## src/rtl/dma_fifo_pkg.sv

```systemverilog
// Shared definitions for the DMA stream FIFO: read-mode codes, count-width helper
// and the packed status bus that channel arbiters sample.
package dma_fifo_pkg;

   localparam int FIFO_MODE_REG  = 0;
   localparam int FIFO_MODE_FWFT = 1;

   function automatic int fifo_cnt_w(input int depth);
      return $clog2(depth + 1);
   endfunction

   typedef struct packed {
      logic full;
      logic empty;
      logic almost_full;
      logic almost_empty;
      logic overflow;
      logic underflow;
   } fifo_status_t;

endpackage

```

## src/rtl/dma_fifo_mem.sv

```systemverilog
// Plain register-array storage for dma_stream_fifo: one synchronous write port and an
// asynchronous read address, kept separate so it can be replaced by an SRAM macro.
module dma_fifo_mem #(
   parameter int WIDTH = 32,
   parameter int DEPTH = 16,
   parameter int AW    = 4
) (
   input  logic             clk,
   input  logic             we_i,
   input  logic [AW-1:0]    waddr_i,
   input  logic [WIDTH-1:0] wdata_i,
   input  logic [AW-1:0]    raddr_i,
   output logic [WIDTH-1:0] rdata_o
);

   // Storage is intentionally not reset; occupancy is tracked by the controller.
   logic [WIDTH-1:0] mem_q [DEPTH];

   always_ff @(posedge clk) begin
      if (we_i) begin
         mem_q[waddr_i] <= wdata_i;
      end
   end

   assign rdata_o = mem_q[raddr_i];

endmodule

```

## src/rtl/dma_stream_fifo.sv

```systemverilog
// Parametrised DMA data-path FIFO with registered or fall-through read, watermarks,
// occupancy count, flush and sticky overflow/underflow. Optional macro: DMA_FIFO_PARITY_EN.
module dma_stream_fifo
   import dma_fifo_pkg::*;
#(
   parameter int DATA_WIDTH = 32,
   parameter int FIFO_DEPTH = 16,
   parameter int FWFT       = FIFO_MODE_REG,
   parameter int AF_LEVEL   = FIFO_DEPTH - 2,
   parameter int AE_LEVEL   = 2
) (
   input  logic                                clk,
   input  logic                                rst,
   input  logic                                flush,
   input  logic                                wr_en,
   input  logic [DATA_WIDTH-1:0]               wdata,
   input  logic                                rd_en,
   output logic [DATA_WIDTH-1:0]               rdata,
   output logic                                rvalid,
   output logic                                full,
   output logic                                empty,
   output logic                                almost_full,
   output logic                                almost_empty,
   output logic [fifo_cnt_w(FIFO_DEPTH)-1:0]   count,
   output logic                                overflow,
   output logic                                underflow
`ifdef DMA_FIFO_PARITY_EN
   ,
   output logic                                parity_err
`endif
);

   localparam int CW = fifo_cnt_w(FIFO_DEPTH);
   localparam int PW = $clog2(FIFO_DEPTH);
`ifdef DMA_FIFO_PARITY_EN
   localparam int MW = DATA_WIDTH + 1;
`else
   localparam int MW = DATA_WIDTH;
`endif

   if (FIFO_DEPTH < 2) begin : g_chk_depth
      $fatal(1, "dma_stream_fifo: FIFO_DEPTH must be >= 2");
   end
   if (AE_LEVEL < 0 || AE_LEVEL >= AF_LEVEL || AF_LEVEL > FIFO_DEPTH) begin : g_chk_levels
      $fatal(1, "dma_stream_fifo: need 0 <= AE_LEVEL < AF_LEVEL <= FIFO_DEPTH");
   end
   if (FWFT != FIFO_MODE_REG && FWFT != FIFO_MODE_FWFT) begin : g_chk_mode
      $fatal(1, "dma_stream_fifo: FWFT must be 0 or 1");
   end

   logic [PW-1:0] wr_ptr_q, wr_ptr_d;
   logic [PW-1:0] rd_ptr_q, rd_ptr_d;
   logic [CW-1:0] count_q, count_d;
   logic          ovf_q, ovf_d;
   logic          udf_q, udf_d;
   logic          wr_acc, rd_acc;
   fifo_status_t  status;
   logic [MW-1:0] mem_wdata, mem_rdata;

   function automatic logic [PW-1:0] ptr_inc(input logic [PW-1:0] p);
      return (p == PW'(FIFO_DEPTH - 1)) ? '0 : p + 1'b1;
   endfunction

   always_comb begin
      status              = '0;
      status.full         = (count_q == CW'(FIFO_DEPTH));
      status.empty        = (count_q == '0);
      status.almost_full  = (count_q >= CW'(AF_LEVEL));
      status.almost_empty = (count_q <= CW'(AE_LEVEL));
      status.overflow     = ovf_q;
      status.underflow    = udf_q;
   end

   assign wr_acc = wr_en & ~status.full;
   assign rd_acc = rd_en & ~status.empty;

   always_comb begin
      wr_ptr_d = wr_ptr_q;
      rd_ptr_d = rd_ptr_q;
      count_d  = count_q;
      ovf_d    = ovf_q;
      udf_d    = udf_q;
      if (flush) begin
         wr_ptr_d = '0;
         rd_ptr_d = '0;
         count_d  = '0;
         ovf_d    = 1'b0;
         udf_d    = 1'b0;
      end else begin
         if (wr_acc) wr_ptr_d = ptr_inc(wr_ptr_q);
         if (rd_acc) rd_ptr_d = ptr_inc(rd_ptr_q);
         case ({wr_acc, rd_acc})
            2'b10:   count_d = count_q + 1'b1;
            2'b01:   count_d = count_q - 1'b1;
            default: count_d = count_q;
         endcase
         ovf_d = ovf_q | (wr_en & status.full);
         udf_d = udf_q | (rd_en & status.empty);
      end
   end

   always_ff @(posedge clk or negedge rst) begin
      if (!rst) begin
         wr_ptr_q <= '0;
         rd_ptr_q <= '0;
         count_q  <= '0;
         ovf_q    <= 1'b0;
         udf_q    <= 1'b0;
      end else begin
         wr_ptr_q <= wr_ptr_d;
         rd_ptr_q <= rd_ptr_d;
         count_q  <= count_d;
         ovf_q    <= ovf_d;
         udf_q    <= udf_d;
      end
   end

`ifdef DMA_FIFO_PARITY_EN
   assign mem_wdata = {^wdata, wdata};
`else
   assign mem_wdata = wdata;
`endif

   dma_fifo_mem #(
      .WIDTH (MW),
      .DEPTH (FIFO_DEPTH),
      .AW    (PW)
   ) u_mem (
      .clk     (clk),
      .we_i    (wr_acc & ~flush),
      .waddr_i (wr_ptr_q),
      .wdata_i (mem_wdata),
      .raddr_i (rd_ptr_q),
      .rdata_o (mem_rdata)
   );

   // Handshake: rd_en is a pop request honoured only when not empty; rvalid qualifies
   // rdata (next cycle in registered mode, same cycle as the visible head in FWFT mode).
   if (FWFT == FIFO_MODE_FWFT) begin : g_fwft
      assign rdata  = mem_rdata[DATA_WIDTH-1:0];
      assign rvalid = ~status.empty;
`ifdef DMA_FIFO_PARITY_EN
      assign parity_err = rd_acc & (^mem_rdata);
`endif
   end else begin : g_reg
      logic [DATA_WIDTH-1:0] rdata_q;
      logic                  rvalid_q;
`ifdef DMA_FIFO_PARITY_EN
      logic                  perr_q;
`endif
      always_ff @(posedge clk or negedge rst) begin
         if (!rst) begin
            rdata_q  <= '0;
            rvalid_q <= 1'b0;
`ifdef DMA_FIFO_PARITY_EN
            perr_q   <= 1'b0;
`endif
         end else if (flush) begin
            rvalid_q <= 1'b0;
`ifdef DMA_FIFO_PARITY_EN
            perr_q   <= 1'b0;
`endif
         end else begin
            rvalid_q <= rd_acc;
            if (rd_acc) rdata_q <= mem_rdata[DATA_WIDTH-1:0];
`ifdef DMA_FIFO_PARITY_EN
            perr_q   <= rd_acc & (^mem_rdata);
`endif
         end
      end
      assign rdata  = rdata_q;
      assign rvalid = rvalid_q;
`ifdef DMA_FIFO_PARITY_EN
      assign parity_err = perr_q;
`endif
   end

   assign full         = status.full;
   assign empty        = status.empty;
   assign almost_full  = status.almost_full;
   assign almost_empty = status.almost_empty;
   assign overflow     = status.overflow;
   assign underflow    = status.underflow;
   assign count        = count_q;

endmodule

```

## config.mk

```make
export PLATFORM = sky130hd
export DESIGN_NAME = dma_stream_fifo
export DESIGN_NICKNAME = d
export VERILOG_FILES = /design/src/rtl/dma_fifo_pkg.sv /design/src/rtl/dma_fifo_mem.sv /design/src/rtl/dma_stream_fifo.sv
export SDC_FILE = /design/constraint.sdc
export NUM_CORES = 1
export LEC_CHECK = 0
export BUFFER_PORTS_ARGS = -buffer_cell sky130_fd_sc_hd__clkbuf_2
export CAP_MARGIN = 20
export CORE_ASPECT_RATIO = 2
export CORE_MARGIN = 10
export CORE_UTILIZATION = 46
export DETAILED_ROUTE_END_ITERATION = 7
export PLACE_DENSITY_LB_ADDON = 0.25
export SLEW_MARGIN = 20
export SYNTH_ARGS = -nofsm -noshare
export SYNTH_HDL_FRONTEND = slang
export SYNTH_SLANG_ARGS = --single-unit
```

## constraint.sdc

```tcl
create_clock -name clk -period 5.3 [get_ports clk]
set_input_delay 1.06 -clock clk [delete_from_list [all_inputs] [get_ports clk]]
set_output_delay 1.06 -clock clk [all_outputs]
set_load 0.005 [all_outputs]
```

==> qor.yml, run 1 <==
status:
  status: "completed"
worst_setup_path:
  cp-start-kind: "input pin"
  critPathKind: "in -> reg"
  cp.required_ns: 5.52
  r2r.worst_path.cells: 6
  crit_chain: "clkbuf_2 > a21boi_1 > nor2b_1 > nand2_1 > nor2_4 > buf_4"
  crit_cells: 6
  path_buf_inv: 2
  crit_arrival_ns: 3.57
  crit_family: "simple AND/OR/NAND/NOR gates"
  crit_slowest_cell: "nor2_4"
  worst-path-max-fanout: 17
  end_kind: "flip-flop"
  slowest_delay_ns: 0.64
finish:
  drive_gt1_share_pct: 36.9
  stdcell_area_sq_mm: 0.0245
  area_delta_synth_final_pct: 13.3
  instances_no_fill: 1699
  nets: 1080
  diodes: 0
  utilization_pct: 52.6
drt:
  drc: 0
  wl_per_cell_um: 26.8
  routed_wirelength_mm: 45.5
  postRouteAntennaNets: 0
  drtIter0Drc: 684
  via_count: 9684
  post_drt_via_cell_ratio: 5.70
  dr.pass1.iters: 5
grt:
  antenna_found_initial: 0
  grt_first_pass_wirelength_mm: 69.6
  grt_max_degree: 49
  grtUsageTotal_pct: 16.3
  overflow: 0
  grt_pass1_vias: 10600
floorplanning:
  io_pins: 81
  dieArea_sq_mm: 0.0565
  rows: 112
  initial_core_util_pct: 46.4
  fp.dieH_um: 326
  core_area_sq_mm: 0.0465
  fp.dieW_um: 173
timing:
  finalMaxSlewViolations: 0
  finalSetupViolCount: 0
  clock-skew-final_ns: 0.0126
  timing.final.ws_setup_ns: 1.95
  fmax_mhz: 299
  finalCritPeriodShare_pct: 63.2
  slew_headroom_pct: 34.1
  hold_violations: 0
  tightest_slew_ns: 0.988
  fin_tns_setup_ns: 0
  period_minus_slack_ns: 3.35
  grt_setup_unrepaired: "no"
pwr:
  ir_worst_vdd_mv: 0.231
  power.density_mw_per_mm2: 436
  leakagePower_nw: 7.73
clocking:
  cts_root_buf: "clkbuf_16"
  cts_buffer_depth: 3
  cts_resized: 0
  post_cts_buffers: 0
  cts-htree-levels: 2
  tritoncts: "done"
  numCtsBuffers: 46
  path_clk_slew_ns: 0.06
  cts_sinks: 560
  insertion_delay_ns: 0.56
  postCtsHoldBufs: 0
placement:
  portBuffers: 80
  place_inst: 1615
  place_area_sq_mm: 0.0229
  dp_slack_ns: 1.37
  gp_congestion: 0.765
  dp_hpwl_mm: 27.2
logic_synthesis:
  ys_top_cells_by_count: "edfxtp_1 (512), mux4_2 (158), dfrtp_1 (48), nor2_1 (30), mux2_2 (27)"
  synth_edf_count: 512
  syn_area_sq_mm: 0.0216
  synth_nets: 972
  synthCells: 928
  ys_ff_latch: 560
  yosysTopAreaCell: "edfxtp_1"
  synth_top_area_share_pct: 71.2
  synthDistinctLibCells: 48
  yosys_warnings: 0
  ys.flop_type: "edfxtp_1"
  async_reset_ff_share_pct: 8.57
  synth_area_leaders: "edfxtp_1 (71%), mux4_2 (16%), dfrtp_1 (5.6%), mux2_2 (1.4%), buf_6 (0.52%)"
  post-synth-top-count-cell: "edfxtp_1"
  yosysSeqAreaShare_pct: 76.8
  postSynthAreaPerCell_sq_um: 23.3
min_path:
  holdCritPathClass: "reg -> reg"
  holdPathStages: 2
flow_run:
  maxCapViolCount: 0
[layer usage]
layer | track usage, % | vias up | share of wire, %
li1 | - | 4114 | -
met1 | 20.0 | 5227 | 38
met2 | 29.3 | 285 | 55
met3 | 2.60 | 58 | 5.0
met4 | 4.61 | 0 | 2.2
met5 | 0 | - | 0
[path summary, 6_finish.rpt]
kind / end / slack (ns) / start
setup / recovery: u_mem.mem_q[4][6] / 1.95 / wr_en
hold / removal: underflow / 0.50 / underflow
setup reg to reg: u_mem.mem_q[4][6] / 2.01 / count[1]
hold reg to reg: underflow / 0.50 / underflow
max in group asynchronous: rd_ptr_q[2] / 4.03 / rst
min in group asynchronous: count[4] / 0.67 / rst
[flip-flops by register name, summed over array words and instances (netlist names)]
name and count:
u_mem.mem_q 512, rdata 32, count 5, rd_ptr_q 4, wr_ptr_q 4, overflow 1, rvalid 1, underflow 1
[cell families after synthesis]
logic type,after synthesis,synth area share (%)
flops,560,76.8
mux,198,18.8
simple gates,71,1.51
buf+inv,55,1.38
compound gates,31,0.927
fa+ha+maj,7,0.406
xor+xnor,6,0.243
[placed cells by master, fill, tap and decap left out, types with 4 or more instances in the layout]
cell type   netlist  routed
a21oi_1           9       9
buf_4             1      28
bufinv_16         0       5
clkbuf_1         24       8
clkbuf_16         0      47
clkbuf_2          0      79
clkbuf_8          0       7
clkinv_1          0       6
clkinv_2          0       5
clkinvlp_4        0       4
dfrtp_1          48      44
edfxtp_1        512     512
ha_1              7       7
inv_1             4       4
mux2_2           27      27
mux2_4            5       5
mux2i_1           5       5
mux4_2          158     158
nand2_1          18      18
nor2_1           30      18
nor2_4            0      13
nor3_2            0       4
o21ai_0           5       5
xor2_1            6       6
[cell type report]
type                       instances  area [sq um]
fill                            3624         22100
sequential                       560         16600
multi-input combinational        313          4830
clock buffer                      62          1300
tap                              627           785
timing repair buffer             111           686
clock inverter                    22           248
inverter                           4          15.0
[where the power goes]
group	internal [W]	switching (W)
Combinational	0.00105	0.000843
Clock	0.00198	0.00152
Sequential	0.00504	0.000247
Total	0.00807	0.00261
[through the flow]
stage | hold WS [ns] | power (W)
5_1_grt | 0.530 | 0.0111
3_3_place_gp | 0.490 | 0.00731
3_5_place_dp | 0.496 | 0.00734
6_report | 0.505 | 0.0107
2_1_floorplan | 0.486 | 0.00672
4_1_cts | 0.512 | 0.0108
[worst reg2reg max path: stages, from the launching register on]
cell,delay (ns)
dfrtp_1,0.55
nor4_2,0.16
a21boi_1,0.53
nor2b_1,0.34
nand2_1,0.28
nor2_4,0.64
buf_4,0.45
No activity file was read; power rests on OpenSTA's default activity.
==> inputs of run 2 (changes only) <==
- ABC_AREA: not set -> 1
- clock period: 5.3 -> 3.08 ns (I/O delays scaled with it)
==> run 2 against run 1 <==
Net effect: combinational power up 68%; register-to-register slack worse by 1.7 ns; clock skew up 0.020 ns; critical path type is now reg -> reg; highest routed layer is now met5.
==> qor.yml, run 2 <==
drt:
  routed_wirelength_mm: 62.2  # +37%
  wl_per_cell_um: 25.6  # -4.2%
  postRouteAntennaNets: 0  # unchanged
  drc: 0  # unchanged
  post_drt_via_cell_ratio: 5.66  # -0.65%
  dr.pass1.iters: 5  # unchanged
  via_count: 13700  # +42%
  drtIter0Drc: 1270  # +86%
logic_synthesis:
  ys_ff_latch: 560  # unchanged
  synth_nets: 1704  # +75%
  synth_area_leaders: "edfxtp_1 (70%), nand2_1 (5.5%), dfrtp_1 (5.4%), o21ai_0 (3.7%), mux2i_1 (2.9%)"
  synthCells: 1660  # +79%
  synth_edf_count: 512  # unchanged
  ys_top_cells_by_count: "edfxtp_1 (512), nand2_1 (325), o21ai_0 (161), nor2_1 (149), a21oi_1 (102)"
  yosys_warnings: 0  # unchanged
  synthDistinctLibCells: 29  # -40%
  post-synth-top-count-cell: "edfxtp_1"
  syn_area_sq_mm: 0.0221  # +2.2%
  yosysTopAreaCell: "edfxtp_1"
  yosysSeqAreaShare_pct: 75.1  # -1.6 points
  ys.flop_type: "edfxtp_1"
  synth_top_area_share_pct: 69.7  # -1.5 points
  postSynthAreaPerCell_sq_um: 13.3  # -43%
  async_reset_ff_share_pct: 8.57  # unchanged
timing:
  tightest_slew_ns: 1.10  # +0.108 ns
  finalMaxSlewViolations: 0  # unchanged
  period_minus_slack_ns: 2.74
  fin_tns_setup_ns: 0  # unchanged
  grt_setup_unrepaired: "no"
  fmax_mhz: 364
  clock-skew-final_ns: 0.0326  # +0.0199 ns
  hold_violations: 0  # unchanged
  slew_headroom_pct: 26.7  # -7.5 points
  finalCritPeriodShare_pct: 89.1
  finalSetupViolCount: 0  # unchanged
floorplanning:
  rows: 113  # +0.89%
  core_area_sq_mm: 0.0475  # +2.1%
  io_pins: 81  # unchanged
  fp.dieH_um: 330  # +1.0%
  fp.dieW_um: 175  # +0.97%
  dieArea_sq_mm: 0.0577  # +2.0%
  initial_core_util_pct: 46.5  # about the same
worst_setup_path:
  r2r-end: "rdata[29]"
  cp-start-kind: "flip-flop"
  timing.rr.start: "rd_ptr_q[1]"
  critPathKind: "reg -> reg"
  rrSetupSlack_ns: 0.34  # -1.67 ns
  r2r.worst_path.cells: 5  # -1
  slowest_delay_ns: 0.86  # +0.22 ns
  crit_chain: "nand2_2 > buf_4 > o21ai_0 > a21oi_1 > o21ai_1"
  worst-path-max-fanout: 38  # +21
  crit_slowest_cell: "nand2_2"
  cp.required_ns: 3.50  # -2.02 ns
  end_kind: "flip-flop"
  crit_arrival_ns: 3.17  # -0.40 ns
pwr:
  power.density_mw_per_mm2: 736  # +69%
  leakagePower_nw: 8.89  # +15%
  ir_worst_vdd_mv: 0.509  # +120%
grt:
  grt_pass1_vias: 13900  # +32%
  grt_max_degree: 75  # +53%
  grtUsageTotal_pct: 21.3  # +4.9 points
  grt_first_pass_wirelength_mm: 91.0  # +31%
  antenna_found_initial: 3  # +3
  overflow: 0  # unchanged
finish:
  largest_reg_flops: 512  # unchanged
  layout_common_cells: "edfxtp_1 (512), nand2_1 (324), o21ai_0 (161)"
  area_delta_synth_final_pct: 14.4
  utilization_pct: 53.1  # +0.57 points
  nets: 1797  # +66%
  final_common_cell: "edfxtp_1"
  nFillCells: 3994  # +10%
  top_register: "u_mem.mem_q"
  ff_latch_area_sq_mm: 0.0166  # about the same
  drive_gt1_share_pct: 13.6  # -23 points
  multi_input_area_sq_mm: 0.00496  # +2.7%
clocking:
  post_cts_buffers: 0  # unchanged
  cts_sinks: 560  # unchanged
  cts_root_buf: "clkbuf_16"
  cts-htree-levels: 2  # unchanged
  cts_resized: 0  # unchanged
  path_clk_slew_ns: 0.07  # about the same
  tritoncts: "done"
  cts_buffer_depth: 3  # unchanged
  insertion_delay_ns: 0.59  # +0.03 ns
  postCtsHoldBufs: 0  # unchanged
  numCtsBuffers: 47  # +2.2%
flow_run:
  maxCapViolCount: 0  # unchanged
placement:
  dp_hpwl_mm: 39.4  # +45%
  gp_congestion: 0.846  # +11%
  portBuffers: 80  # unchanged
min_path:
  holdCritPathClass: "in -> async"
status:
  status: "completed"
run 2: cell count changes after synthesis, moves of 33 or more:
cell | previous run | this run
nor2_1 | 30 | 149
mux2i_1 | 5 | 64
mux4_2 | 158 | 0
o22ai_1 | 1 | 68
o21ai_1 | 1 | 41
o211ai_1 | 0 | 33
a21oi_1 | 9 | 102
o21ai_0 | 5 | 161
nand2_1 | 18 | 325
run 2: how the worst max path moves through the flow:
stage | cells after the start | slack, ns | endpoint | start
after floorplan | 4 | -0.52 | u_mem.mem_q[7][0] | wr_en
after global placement | 5 | 0.52 | rdata[4] | rd_ptr_q[1]
after detailed placement | 5 | 0.53 | rdata[4] | rd_ptr_q[1]
after CTS | 5 | 0.48 | rdata[4] | rd_ptr_q[1]
after global routing | 5 | 0.41 | rdata[29] | rd_ptr_q[1]
final | 5 | 0.34 | rdata[29] | rd_ptr_q[1]
run 2: worst max-delay path, delay by kind of cell (launching register included):
kind,cells,cell delay [ns]
buffers and inverters,1,0.35
and+or+nand+nor,1,0.86
DFF,1,0.56
AOI/OAI and AO/OA,3,0.77
run 2: stage by stage:
| step | instances | hold WS (ns) | total power, W | setup WS (ns) | area [sq um] |
|---|---|---|---|---|---|
| 2_1_floorplan | 1660 | 0.320 | 0.0109 | -0.523 | 22100 |
| 3_3_place_gp | 2336 | 0.479 | 0.0124 | 0.517 | 23600 |
| 3_5_place_dp | 2336 | 0.479 | 0.0124 | 0.535 | 23600 |
| 4_1_cts | 2424 | 0.239 | 0.0187 | 0.482 | 25200 |
| 5_1_grt | 2424 | 0.284 | 0.0193 | 0.406 | 25200 |
| 6_report | 2426 | 0.249 | 0.0186 | 0.336 | 25200 |
run 2: kinds of logic (layout without fill, tap and decap cells):
logic type | count (synthesis) | after routing | synth area share (%)
simple gates | 495 | 495 | 8.60
buf+inv | 126 | 258 | 2.93
xor+xnor | 1 | 1 | 0.0397
mux | 64 | 64 | 2.90
other cells | 0 | 2 | 0
fa+ha+maj | 7 | 7 | 0.397
compound gates | 407 | 407 | 10.0
flops | 560 | 560 | 75.1
run 2: layout make-up:
cell class | count | share of cell area (%)
inverter | 29 | 0.451
clock inverter | 19 | 1.13
sequential | 560 | 65.7
multi-input combinational | 974 | 19.7
tap | 632 | 3.13
antenna | 2 | 0.0198
clock buffer | 69 | 5.43
timing repair buffer | 141 | 4.49
run 2: report_power, final:
| part | internal (W) | switching (W) |
|---|---|---|
| clock | 0.00369 | 0.00269 |
| sequential | 0.00863 | 0.000383 |
| combinational | 0.00105 | 0.00215 |
run 2: per-layer routing:
| metal | vias to the layer above | GRT usage, % | part of all wire [%] |
|---|---|---|---|
| met1 | 6846 | 22.2 | 34 |
| met4 | 4 | 12.7 | 6.2 |
| li1 | 6231 | - | - |
| met3 | 152 | 2.65 | 4.8 |
| met5 | - | 0 | 0.037 |
| met2 | 505 | 39.7 | 55 |
==> inputs of run 3 (changes only) <==
- ABC_AREA: 1 -> not set
==> run 3 against run 2 <==
Net effect: utilization down 0.084 points; design area fell by 2.2%; worst hold slack improved by 0.23 ns; highest routed layer is now met4; non-clock buffer count shrank 21; largest cell class unchanged.
==> qor.yml, run 3 (synthesis results as in run 1) <==
min_path:
  holdCritPathClass: "in -> reg"
  hp-start: "wdata[31]"
  holdPathStages: 1
  min_to: "u_mem.mem_q[3][31]"
floorplanning:
  fp.dieH_um: 326  # -1.0%
  rows: 112  # -0.88%
  fp.dieW_um: 173  # -0.96%
  dieArea_sq_mm: 0.0565  # -2.0%
  core_area_sq_mm: 0.0465  # -2.1%
  initial_core_util_pct: 46.4  # about the same
  io_pins: 81  # unchanged
finish:
  instances_no_fill: 1710  # -30%
  final_common_cell: "edfxtp_1"
  area_delta_synth_final_pct: 14.3  # about the same
  multi_input_area_sq_mm: 0.00486  # -2.1%
  nFillCells: 3660  # -8.4%
  layout_common_cells: "edfxtp_1 (512), mux4_2 (158), clkbuf_2 (79)"
  utilization_pct: 53.1  # -0.084 points
  largest_reg_flops: 512  # unchanged
  ff_latch_area_sq_mm: 0.0166  # about the same
  nets: 1090  # -39%
  top_register: "u_mem.mem_q"
  drive_gt1_share_pct: 37.6  # +24 points
placement:
  dp_hpwl_mm: 28.3  # -28%
  portBuffers: 80  # unchanged
  place_inst: 1623  # -31%
  dp_slack_ns: 0.445  # -0.0895 ns
  gp_congestion: 0.805  # -4.8%
clocking:
  cts_sinks: 560  # unchanged
  numCtsBuffers: 47  # unchanged
  insertion_delay_ns: 0.57  # -0.02 ns
  post_cts_buffers: 0  # unchanged
  cts-htree-levels: 2  # unchanged
  cts_buffer_depth: 3  # unchanged
  cts_resized: 0  # unchanged
  path_clk_slew_ns: 0.07  # about the same
  tritoncts: "done"
  postCtsHoldBufs: 1  # +1
  cts_root_buf: "clkbuf_16"
drt:
  routed_wirelength_mm: 47.2  # -24%
  drtIter0Drc: 673  # -47%
  postRouteAntennaNets: 0  # unchanged
  via_count: 9706  # -29%
  drc: 0  # unchanged
  dr.pass1.iters: 5  # unchanged
  post_drt_via_cell_ratio: 5.68  # +0.23%
  wl_per_cell_um: 27.6  # +7.6%
pwr:
  power.density_mw_per_mm2: 739  # +0.36%
  finalPower_w: 0.0182  # -1.9%
  ir_worst_vdd_mv: 0.484  # -4.8%
  leakagePower_nw: 7.78  # -12%
grt:
  overflow: 0  # unchanged
  grt_first_pass_wirelength_mm: 70.4  # -23%
  grt_max_degree: 66  # -12%
  grtUsageTotal_pct: 16.8  # -4.5 points
  antenna_found_initial: 0  # -3
  grt_pass1_vias: 10700  # -23%
timing:
  finalSetupViolCount: 0  # unchanged
  hold_violations: 0  # unchanged
  finalCritPeriodShare_pct: 87.9  # -1.2 points
  grt_setup_unrepaired: "no"
  tightest_slew_ns: 0.876  # -0.221 ns
  timing.final.ws_setup_ns: 0.374  # +0.0381 ns
  fin_tns_setup_ns: 0  # unchanged
  finalMaxSlewViolations: 0  # unchanged
  clock-skew-final_ns: 0.0149  # -0.0177 ns
  slew_headroom_pct: 41.5  # +15 points
  period_minus_slack_ns: 2.71  # -0.0381 ns
  fmax_mhz: 370  # +1.4%
worst_setup_path:
  r2r.worst_path.cells: 8  # +3
  end_kind: "output port"
  critPathKind: "reg -> out"
  crit_arrival_ns: 2.09  # -1.08 ns
  rrSetupSlack_ns: 0.50  # +0.16 ns
  cp.required_ns: 2.46  # -1.04 ns
  worst-path-max-fanout: 11  # -71%
  r2r-end: "count[4]"
  cp-start-kind: "flip-flop"
  timing.rr.start: "count[1]"
status:
  status: "completed"
flow_run:
  maxCapViolCount: 0  # unchanged
[run 3: worst max-delay path, cell delays in order (launching register included)]
cell      delay, ns
dfrtp_1        0.50
or4_1          0.61
buf_4          0.21
nor2_1         0.10
clkbuf_2       0.13
[run 3: routing by layer]
| metal | vias to the layer above | GRT usage, % | wire length [um] |
|---|---|---|---|
| met4 | 0 | 6.47 | 1520 |
| met3 | 83 | 2.10 | 1460 |
| met2 | 197 | 31.8 | 26900 |
| li1 | 4142 | - | - |
| met5 | - | 0 | 0 |
| met1 | 5284 | 18.6 | 17300 |
[run 3: power breakdown]
part,leakage (nW),switching [W],internal [W]
clock,0.720,0.00264,0.00309
sequential,5.20,0.000282,0.00867
combinational,1.86,0.00164,0.00193
total,7.78,0.00456,0.0137
[run 3: cell type report]
cell class	count	share of cell area [%]
Antenna cell	1	0.0101
Clock buffer	52	4.88
Clock inverter	33	1.03
Inverter	4	0.0608
Multi-Input combinational cell	313	19.7
Sequential cell	560	67.2
Tap cell	627	3.18
Timing Repair Buffer	120	3.96
[run 3: worst max-delay path by stage]
stage	slack, ns	end	depth (start not counted)	start
after global routing	0.23	count[4]	8	count[1]
after CTS	0.35	full	4	count[1]
final	0.37	full	4	count[1]
after floorplan	-0.25	u_mem.mem_q[12][0]	6	count[2]
after global placement	0.44	u_mem.mem_q[4][6]	6	wr_en
after detailed placement	0.45	u_mem.mem_q[4][6]	6	wr_en
[run 3: stage by stage]
step           cell area [sq um]  hold slack (ns)
3_3_place_gp               23200            0.489
4_1_cts                    24700            0.442
2_1_floorplan              21600            0.320
3_5_place_dp               23200            0.495
6_report                   24700            0.475
5_1_grt                    24700            0.478
